<file path="config.mk">
export PLATFORM = sky130hd
export DESIGN_NAME = digit_scan_controller
export DESIGN_NICKNAME = d
export VERILOG_FILES = /design/src/rtl/digit_scan_controller.sv
export SDC_FILE = /design/constraint.sdc
export NUM_CORES = 1
export LEC_CHECK = 0
export ABC_AREA = 1
export BUFFER_PORTS_ARGS = -buffer_cell sky130_fd_sc_hd__buf_2
export CAP_MARGIN = 20
export CORE_UTILIZATION = 50
export CTS_BUF_LIST = sky130_fd_sc_hd__clkbuf_8
export DETAILED_ROUTE_END_ITERATION = 16
export GPL_ROUTABILITY_DRIVEN = 0
export PLACE_DENSITY = 0.82
export SETUP_SLACK_MARGIN = 0.2
export SYNTH_ARGS = -nofsm -noshare
export SYNTH_HDL_FRONTEND = slang
export SYNTH_SLANG_ARGS = --single-unit
</file>
<file path="constraint.sdc">
create_clock -name clk -period 1.8 [get_ports clk]
set_input_delay 0.18 -clock clk [delete_from_list [all_inputs] [get_ports clk]]
set_output_delay 0.18 -clock clk [all_outputs]
set_load 0.05 [all_outputs]
</file>
<file path="src/rtl/digit_scan_controller.sv">
// Multiplexed display scan sequencer: captures a packed digit word and presents each
// nibble with start and a one-hot digit select for a hold time, then a blanking gap.
module digit_scan_controller #(
   parameter int NUM_DIGITS  = 4,
   parameter int HOLD_CYCLES = 8,
   parameter int GAP_CYCLES  = 2,
   parameter int CNT_W       = 8
) (
   input  logic                    clk,
   input  logic                    rst_n,
   input  logic [4*NUM_DIGITS-1:0] word_in,
   input  logic                    word_valid,
   output logic                    word_ready,
   input  logic                    repeat_en,
   input  logic                    flush,
   output logic [3:0]              data_out,
   output logic                    start,
   output logic [NUM_DIGITS-1:0]   digit_sel,
   output logic                    busy,
   output logic                    frame_done
);

   localparam int IDX_W    = (NUM_DIGITS > 1) ? $clog2(NUM_DIGITS) : 1;
   localparam int HOLD_EFF = (HOLD_CYCLES == 0) ? 1 : HOLD_CYCLES;
   localparam bit HAS_GAP  = (GAP_CYCLES != 0);
   // Counters count down to zero, so load one less than the state length.
   localparam logic [CNT_W-1:0] HOLD_LOAD = CNT_W'(HOLD_EFF - 1);
   localparam logic [CNT_W-1:0] GAP_LOAD  = CNT_W'(HAS_GAP ? GAP_CYCLES - 1 : 0);

   typedef enum logic [1:0] {IDLE, SHOW, GAP} state_t;

   state_t                  state;
   logic [4*NUM_DIGITS-1:0] shadow;
   logic                    loaded;
   logic [IDX_W-1:0]        idx;
   logic [CNT_W-1:0]        cnt;

   logic             hold_done;
   logic             digit_done;
   logic             last_digit;
   logic [IDX_W-1:0] next_idx;
   logic [3:0]       next_nibble;

   assign word_ready = (state == IDLE);
   assign busy       = (state != IDLE);

   always_comb begin
      hold_done   = (state == SHOW) && (cnt == '0);
      digit_done  = (hold_done && !HAS_GAP) || ((state == GAP) && (cnt == '0));
      last_digit  = (idx == IDX_W'(NUM_DIGITS - 1));
      next_idx    = idx + IDX_W'(1);
      next_nibble = '0;
      for (int i = 0; i < NUM_DIGITS; i++) begin
         if (next_idx == IDX_W'(i)) next_nibble = shadow[4*i +: 4];
      end
   end

   always_ff @(posedge clk or negedge rst_n) begin
      if (!rst_n) begin
         state      <= IDLE;
         shadow     <= '0;
         loaded     <= 1'b0;
         idx        <= '0;
         cnt        <= '0;
         data_out   <= '0;
         start      <= 1'b0;
         digit_sel  <= '0;
         frame_done <= 1'b0;
      end else begin
         frame_done <= 1'b0;
         case (state)
            IDLE: begin
               // A freshly offered word wins over rescanning the old one.
               if (word_valid) begin
                  shadow    <= word_in;
                  loaded    <= 1'b1;
                  data_out  <= word_in[3:0];
                  start     <= 1'b1;
                  digit_sel <= NUM_DIGITS'(1);
                  idx       <= '0;
                  cnt       <= HOLD_LOAD;
                  state     <= SHOW;
               end else if (repeat_en && loaded) begin
                  data_out  <= shadow[3:0];
                  start     <= 1'b1;
                  digit_sel <= NUM_DIGITS'(1);
                  idx       <= '0;
                  cnt       <= HOLD_LOAD;
                  state     <= SHOW;
               end
            end
            SHOW, GAP: begin
               if (flush) begin
                  start     <= 1'b0;
                  digit_sel <= '0;
                  state     <= IDLE;
               end else if (digit_done) begin
                  if (last_digit) begin
                     start      <= 1'b0;
                     digit_sel  <= '0;
                     frame_done <= 1'b1;
                     state      <= IDLE;
                  end else begin
                     idx       <= next_idx;
                     data_out  <= next_nibble;
                     start     <= 1'b1;
                     digit_sel <= NUM_DIGITS'(1) << next_idx;
                     cnt       <= HOLD_LOAD;
                     state     <= SHOW;
                  end
               end else if (hold_done) begin
                  start     <= 1'b0;
                  digit_sel <= '0;
                  cnt       <= GAP_LOAD;
                  state     <= GAP;
               end else begin
                  cnt <= cnt - CNT_W'(1);
               end
            end
            default: state <= IDLE;
         endcase
      end
   end

endmodule
</file>
# Yosys cells after proc, flatten, opt, wreduce, memory -nomap -nowiden
# Index checks and enable logic that the tools add are counted.
[word_totals] register_bits=39 input_bits=21 out_inout_bits=12 elab_cells=86
[op_classes] addsub=2 eq_ne=12 shifts=1 mux=48 n_reduce_logical=14
[op_table] operator="2-to-1 mux 4 bit" count=15
[op_table] operator="2-to-1 mux 8 bit" count=6
[op_table] operator="2-to-1 mux 2 bit" count=10
[op_table] operator="one-hot mux 4 bit (2 select lines)" count=2
[op_table] operator="one-hot mux 8 bit (2 select lines)" count=1
[op_table] operator="2-to-1 mux 1 bit" count=11
[op_table] operator="equality test 2 bit (second input constant)" count=4
[op_table] operator="zero test 8 bit" count=1
[op_table] operator="one-hot mux 2 bit (2 select lines)" count=2
[op_table] operator="subtractor 8 x 1 -> 8 bit (second input constant)" count=1
[op_table] operator="!= test 2 bit (second input constant)" count=3
[op_table] operator="AND reduction 5 bit" count=1
[op_table] operator="equality test 2 x 1 -> 1 bit (second input constant)" count=2
[op_table] operator="zero test 2 bit" count=2
[op_table] operator="!= test 4 bit (second input constant)" count=1
[op_table] operator="AND reduction 2 bit" count=2
[op_table] operator="AND reduction 4 bit" count=1
[op_table] operator="nonzero test 2 bit" count=2
[op_table] operator="left shift 1 x 2 -> 4 bit (first input constant)" count=1
[op_table] operator="logical AND 1 bit" count=3
[op_table] operator="!= test 3 x 2 -> 1 bit (second input constant)" count=1
[op_table] operator="!= test 3 bit (second input constant)" count=1
[op_table] operator="AND reduction 3 bit" count=1
[op_table] operator="adder 2 x 1 -> 2 bit (second input constant)" count=1
[op_table] operator="other kinds (2)" count=2

# Depth between registers and ports, before layout
[logic_depth] word_depth=10 ltp_mapped=12 depth_no_buf=12

# Worst setup path after synthesis
# No wires, ideal clock.
[synth_path] path_kind="register to register" start="reg state[0]" end="reg digit_sel[0]" setup_ns=0.118 t_arrival_ns=1.948 required_time_ns=1.682 setup_slack_ns=-0.266 path_stages_with_launch=12 path_buffers=0 period_less_slack_ns=2.066 path_cell_list="dfrtp_1 -> inv_1 -> ha_1 -> inv_2 -> nor2_2 -> nand2_2 -> nand2_1 -> inv_1 -> nand2_4 -> clkinv_2 -> nand2_1 -> nand2_1"
[synth_between] elab_cells_between_ends=13 classes_between="eq/ne (4); mux (3); reduce/logical (6)"
[synth_rtl] item="start: declaration" line="32" source="state_t state;"
[synth_rtl] item="start signal: assignment" line="60" source="state <= IDLE;"
[synth_rtl] item="start signal: assignment" line="82" source="state <= SHOW;"
[synth_rtl] item="start signal: assignment" line="89" source="state <= SHOW;"
[synth_rtl] item="zero test 2 bit *"
[synth_rtl] item="via word_ready" line="13" source="output logic word_ready,"
[synth_rtl] item="!= test 3 x 2 -> 1 bit (no source line) or nonzero test 2 bit (tied branches)"
[synth_rtl] item="AND reduction 3 bit (no source line)"
[synth_rtl] item="end signal: assignment" line="107" source="digit_sel <= NUM_DIGITS'(1) << next_idx;"
[synth_rtl] item="end: declaration" line="18" source="output logic [NUM_DIGITS-1:0] digit_sel,"
# The timed path passes the listed nets; every way through them passes the cells marked *.
# A chain may end at the register's enable or synchronous reset.

# Worst setup path after layout
[layout_path] start="reg state[1]" end="reg cnt[7]"
[layout_between] elab_chain_cells=6 elab_cells_between_ends=15 classes_between="eq/ne (5); mux (4); reduce/logical (6)"
[layout_lines] item="equality test 2 x 1 -> 1 bit" line="48, 71"
[layout_lines] item="logical AND 1 bit" line="48" source="hold_done = (state == SHOW) && (cnt == '0);"
[layout_lines] item="2-to-1 mux 8 bit" line="111" source="end else if (hold_done) begin"
[layout_lines] item="2-to-1 mux 8 bit" line="97" source="end else if (digit_done) begin"
[layout_lines] item="2-to-1 mux 8 bit" line="93" source="if (flush) begin"
[layout_lines] item="one-hot mux 8 bit (2 select lines)" line="71" source="case (state)"
[layout_lines] item="end signal: assignment" line="117" source="cnt <= cnt - CNT_W'(1);"
[layout_lines] item="end: declaration" line="36" source="logic [CNT_W-1:0] cnt;"
# Several ways; a longest one is shown, not always the timed one. The select of a mux whose other input is x is not followed.

==> results.json <==
{
  "status": "completed",
  "crit_type": "flip-flop to flip-flop",
  "final_net_count": 370,
  "placement_rows": 24,
  "syn_area_per_cell_um2": 7.952,
  "synth_area_leaders": "dfrtp_1, nand2_1, ha_1, inv_1, nand3_1",
  "skew_ns": 0.01060,
  "syn_inst": 290,
  "n_fill_cell": 355,
  "r2r_cells": 11,
  "dp_hpwl_mm": 3.626,
  "antenna_found_initial": 0,
  "crit_start": "state[1]$_DFFE_PN0P_",
  "fp.coreArea_mm2": 0.004384,
  "setup-tns-final_ns": 0,
  "pre_cts_slack_ns": 0.1431,
  "use_met2_pct": 35.68,
  "drtPass1Iterations": 4,
  "setup_ws_ns": 0.2113,
  "finalWirelength_mm": 5.062,
  "start_util_pct": 52.60,
  "worstMarginPinSlew_ns": 0.4861,
  "area_growth_pct": 22.73,
  "finalPower_mw": 4.703,
  "arrival_ns": 1.82,
  "drtIter0Drc": 137,
  "irDropWorstVdd_v": 0.0007317,
  "slew_viol_final": 0,
  "cts_made_buffers": 5,
  "end_kind": "flip-flop",
  "cp.required_ns": 2.03,
  "ys_seq_area_share_pct": 42.32,
  "synth-seq-cells": 39,
  "htree_levels": 2,
  "avgRoutedWirePerCell_um": 13.01,
  "first_global_vias": 1888,
  "final_hold_viol_count": 0,
  "slew_headroom_pct": 67.59,
  "top_usage_layer": "met2",
  "period_share_pct": 88.26,
  "fmax_mhz": 629.5,
  "slowest_stage": "dfrtp_1",
  "p_leak_nw": 1.538,
  "top_level_ports": 33,
  "cp-endpoint": "cnt[7]$_DFFE_PN0P_",
  "path_clk_slew_ns": 0.08,
  "syn_nets": 324,
  "buffer_ports.inserted": 32,
  "grt_pass1_wl_mm": 8.128,
  "grt.met1_usage_pct": 26.26,
  "clock_path_buffers": 2,
  "clockRootBuffer": "clkbuf_8",
  "synth_area_leader_cell": "dfrtp_1",
  "ant_nets": 0,
  "antenna_cells": 0,
  "fin_crit_ns": 1.589,
  "reg2reg_to": "cnt[7]$_DFFE_PN0P_",
  "track_usage_pct": 20.56,
  "via_count": 2023,
  "cap_violations": 0,
  "r2r_setup_slack_ns": 0.21,
  "min_path_type": "primary input to flip-flop",
  "cellPowerDensity_mw_per_mm2": 1662,
  "fin_util_pct": 64.55,
  "r2r-start": "state[1]$_DFFE_PN0P_",
  "cts.sinks": 39,
  "ys.warnings.count": 0,
  "finalSetupViolations": 0,
  "die_h_um": 69.91,
  "grtUsageMet3_pct": 4.473,
  "clk_latency_ns": 0.29,
  "die_w_um": 69.91,
  "rsz0062_at_grt": "yes",
  "grt_max_degree": 21,
  "cts_tree": "yes",
  "layout_commonest_cell": "nand2_1",
  "crit_fanout": 7,
  "drc": 0,
  "ys_types": 29,
  "path_cells": "inv_2, ha_4, inv_6, nor2_4, nand2_2, nand2_2, nor2_4, nand2_4, nor2_2, nand2_1, nand2_1",
  "startpoint_type": "flip-flop",
  "die-area_mm2": 0.004887,
  "vias_per_cell": 5.201,
  "synth_top_area_share_pct": 42.32,
  "cp_slowest_stage_delay_ns": 0.38,
  "final_cell_mix": "nand2_1, dfrtp_1, buf_2, inv_1, nand3_1",
  "final_layout_size_suffix_gt1_share_pct": 30.27,
  "holdWs_ns": 0.1228,
  "syn-cell-area_mm2": 0.002306,
  "grt_overflow": 0
}
[how the worst min path moves through the flow]
stage                           start                      to  slack [ns]  depth (start not counted)
after floorplan                 rst_n      cnt[0]$_DFFE_PN0P_       -0.12                          0
after global placement          rst_n      cnt[6]$_DFFE_PN0P_        0.16                          1
after detailed placement        rst_n      cnt[6]$_DFFE_PN0P_        0.17                          1
after CTS                  word_in[6]   shadow[6]$_DFFE_PN0P_        0.11                          2
after global routing      word_in[10]  shadow[10]$_DFFE_PN0P_        0.12                          2
final                      word_in[6]   shadow[6]$_DFFE_PN0P_        0.12                          2
[power by group]
group          switching [mW]  total [mW]  leakage [nW]  internal [mW]
clock network           0.295       0.556        0.0505          0.261
logic                    1.75        2.74          1.01          0.989
registers               0.198        1.40         0.476           1.21
[cell usage after synthesis]
master / count
nand2_1: 100
dfrtp_1: 39
inv_1: 34
nand3_1: 19
a21oi_1: 14
ha_1: 13
nor2_1: 12
o21ai_0: 9
mux2_2: 8
o21ai_1: 6
nand2_4: 4
nor2_2: 4
o211ai_1: 4
inv_2: 3
nand2_2: 3
buf_2: 2
buf_4: 2
clkbuf_1: 2
xor2_1: 2
a22oi_2: 1
clkinv_2: 1
nand3b_1: 1
nand3b_4: 1
nand4_1: 1
nand4_2: 1
nor2_4: 1
nor2_8: 1
nor3_1: 1
o21ai_2: 1
[area by class of cell]
| class | count | area [um2] | area share [%] |
|---|---|---|---|
| clock inverter | 3 | 12.51 | 0.4421 |
| multi-input combinational | 207 | 1275 | 45.05 |
| sequential | 39 | 978.4 | 34.57 |
| clock buffer | 5 | 68.82 | 2.431 |
| timing repair buffer | 45 | 276.5 | 9.770 |
| tap | 52 | 65.06 | 2.299 |
| inverter | 38 | 153.9 | 5.438 |
[layer usage]
layer | part of all wire (%) | vias up
li1 | - | 1008
met4 | 1.2 | 0
met2 | 49 | 48
met5 | 0 | -
met1 | 46 | 959
met3 | 3.6 | 8
[state kept, by name (all words and copies together), names as in the netlist, 2 cells and up]
signal / cells
idx: 2
data_out: 4
shadow: 16
digit_sel: 4
cnt: 8
state: 2
[per-stage QoR]
stage / cell area [um2] / cells
floorplan: 2328 / 290
global placement: 2564 / 372
detailed placement: 2564 / 372
CTS: 2675 / 382
global route: 2830 / 389
finish: 2830 / 389
[critical path, delay by kind of cell (launching register included)]
kind,cells,cell delay (ns)
DFF,1,0.38
adders and majority gates,1,0.18
buffers and inverters,2,0.14
and+or+nand+nor,8,0.82
[what timing repair did]
item / 4_1_cts / 5_1_grt
endpoints found under the hold margin: 19 / 0
pin swaps: 0 / 9
gates resized for setup: 3 / 32
hold buffers: 1 / 0
buffers inserted: 1 / 7
cloned: 0 / 0
setup endpoints to repair: 15 / 21
[cells by family (layout without fill, tap and decap cells)]
| family | count (synthesis) | count (layout) | share of synthesized area (%) |
|---|---|---|---|
| muxes | 8 | 8 | 3.907 |
| xor gates and xnor gates | 2 | 2 | 0.7598 |
| buffers and inverters | 44 | 91 | 7.650 |
| DFF | 39 | 39 | 42.32 |
| AOI/OAI and AO/OA | 35 | 35 | 8.519 |
| and+or+nand+nor | 149 | 149 | 29.79 |
| adders and majority gates | 13 | 13 | 7.054 |
Power figures use the tool's default switching activity.
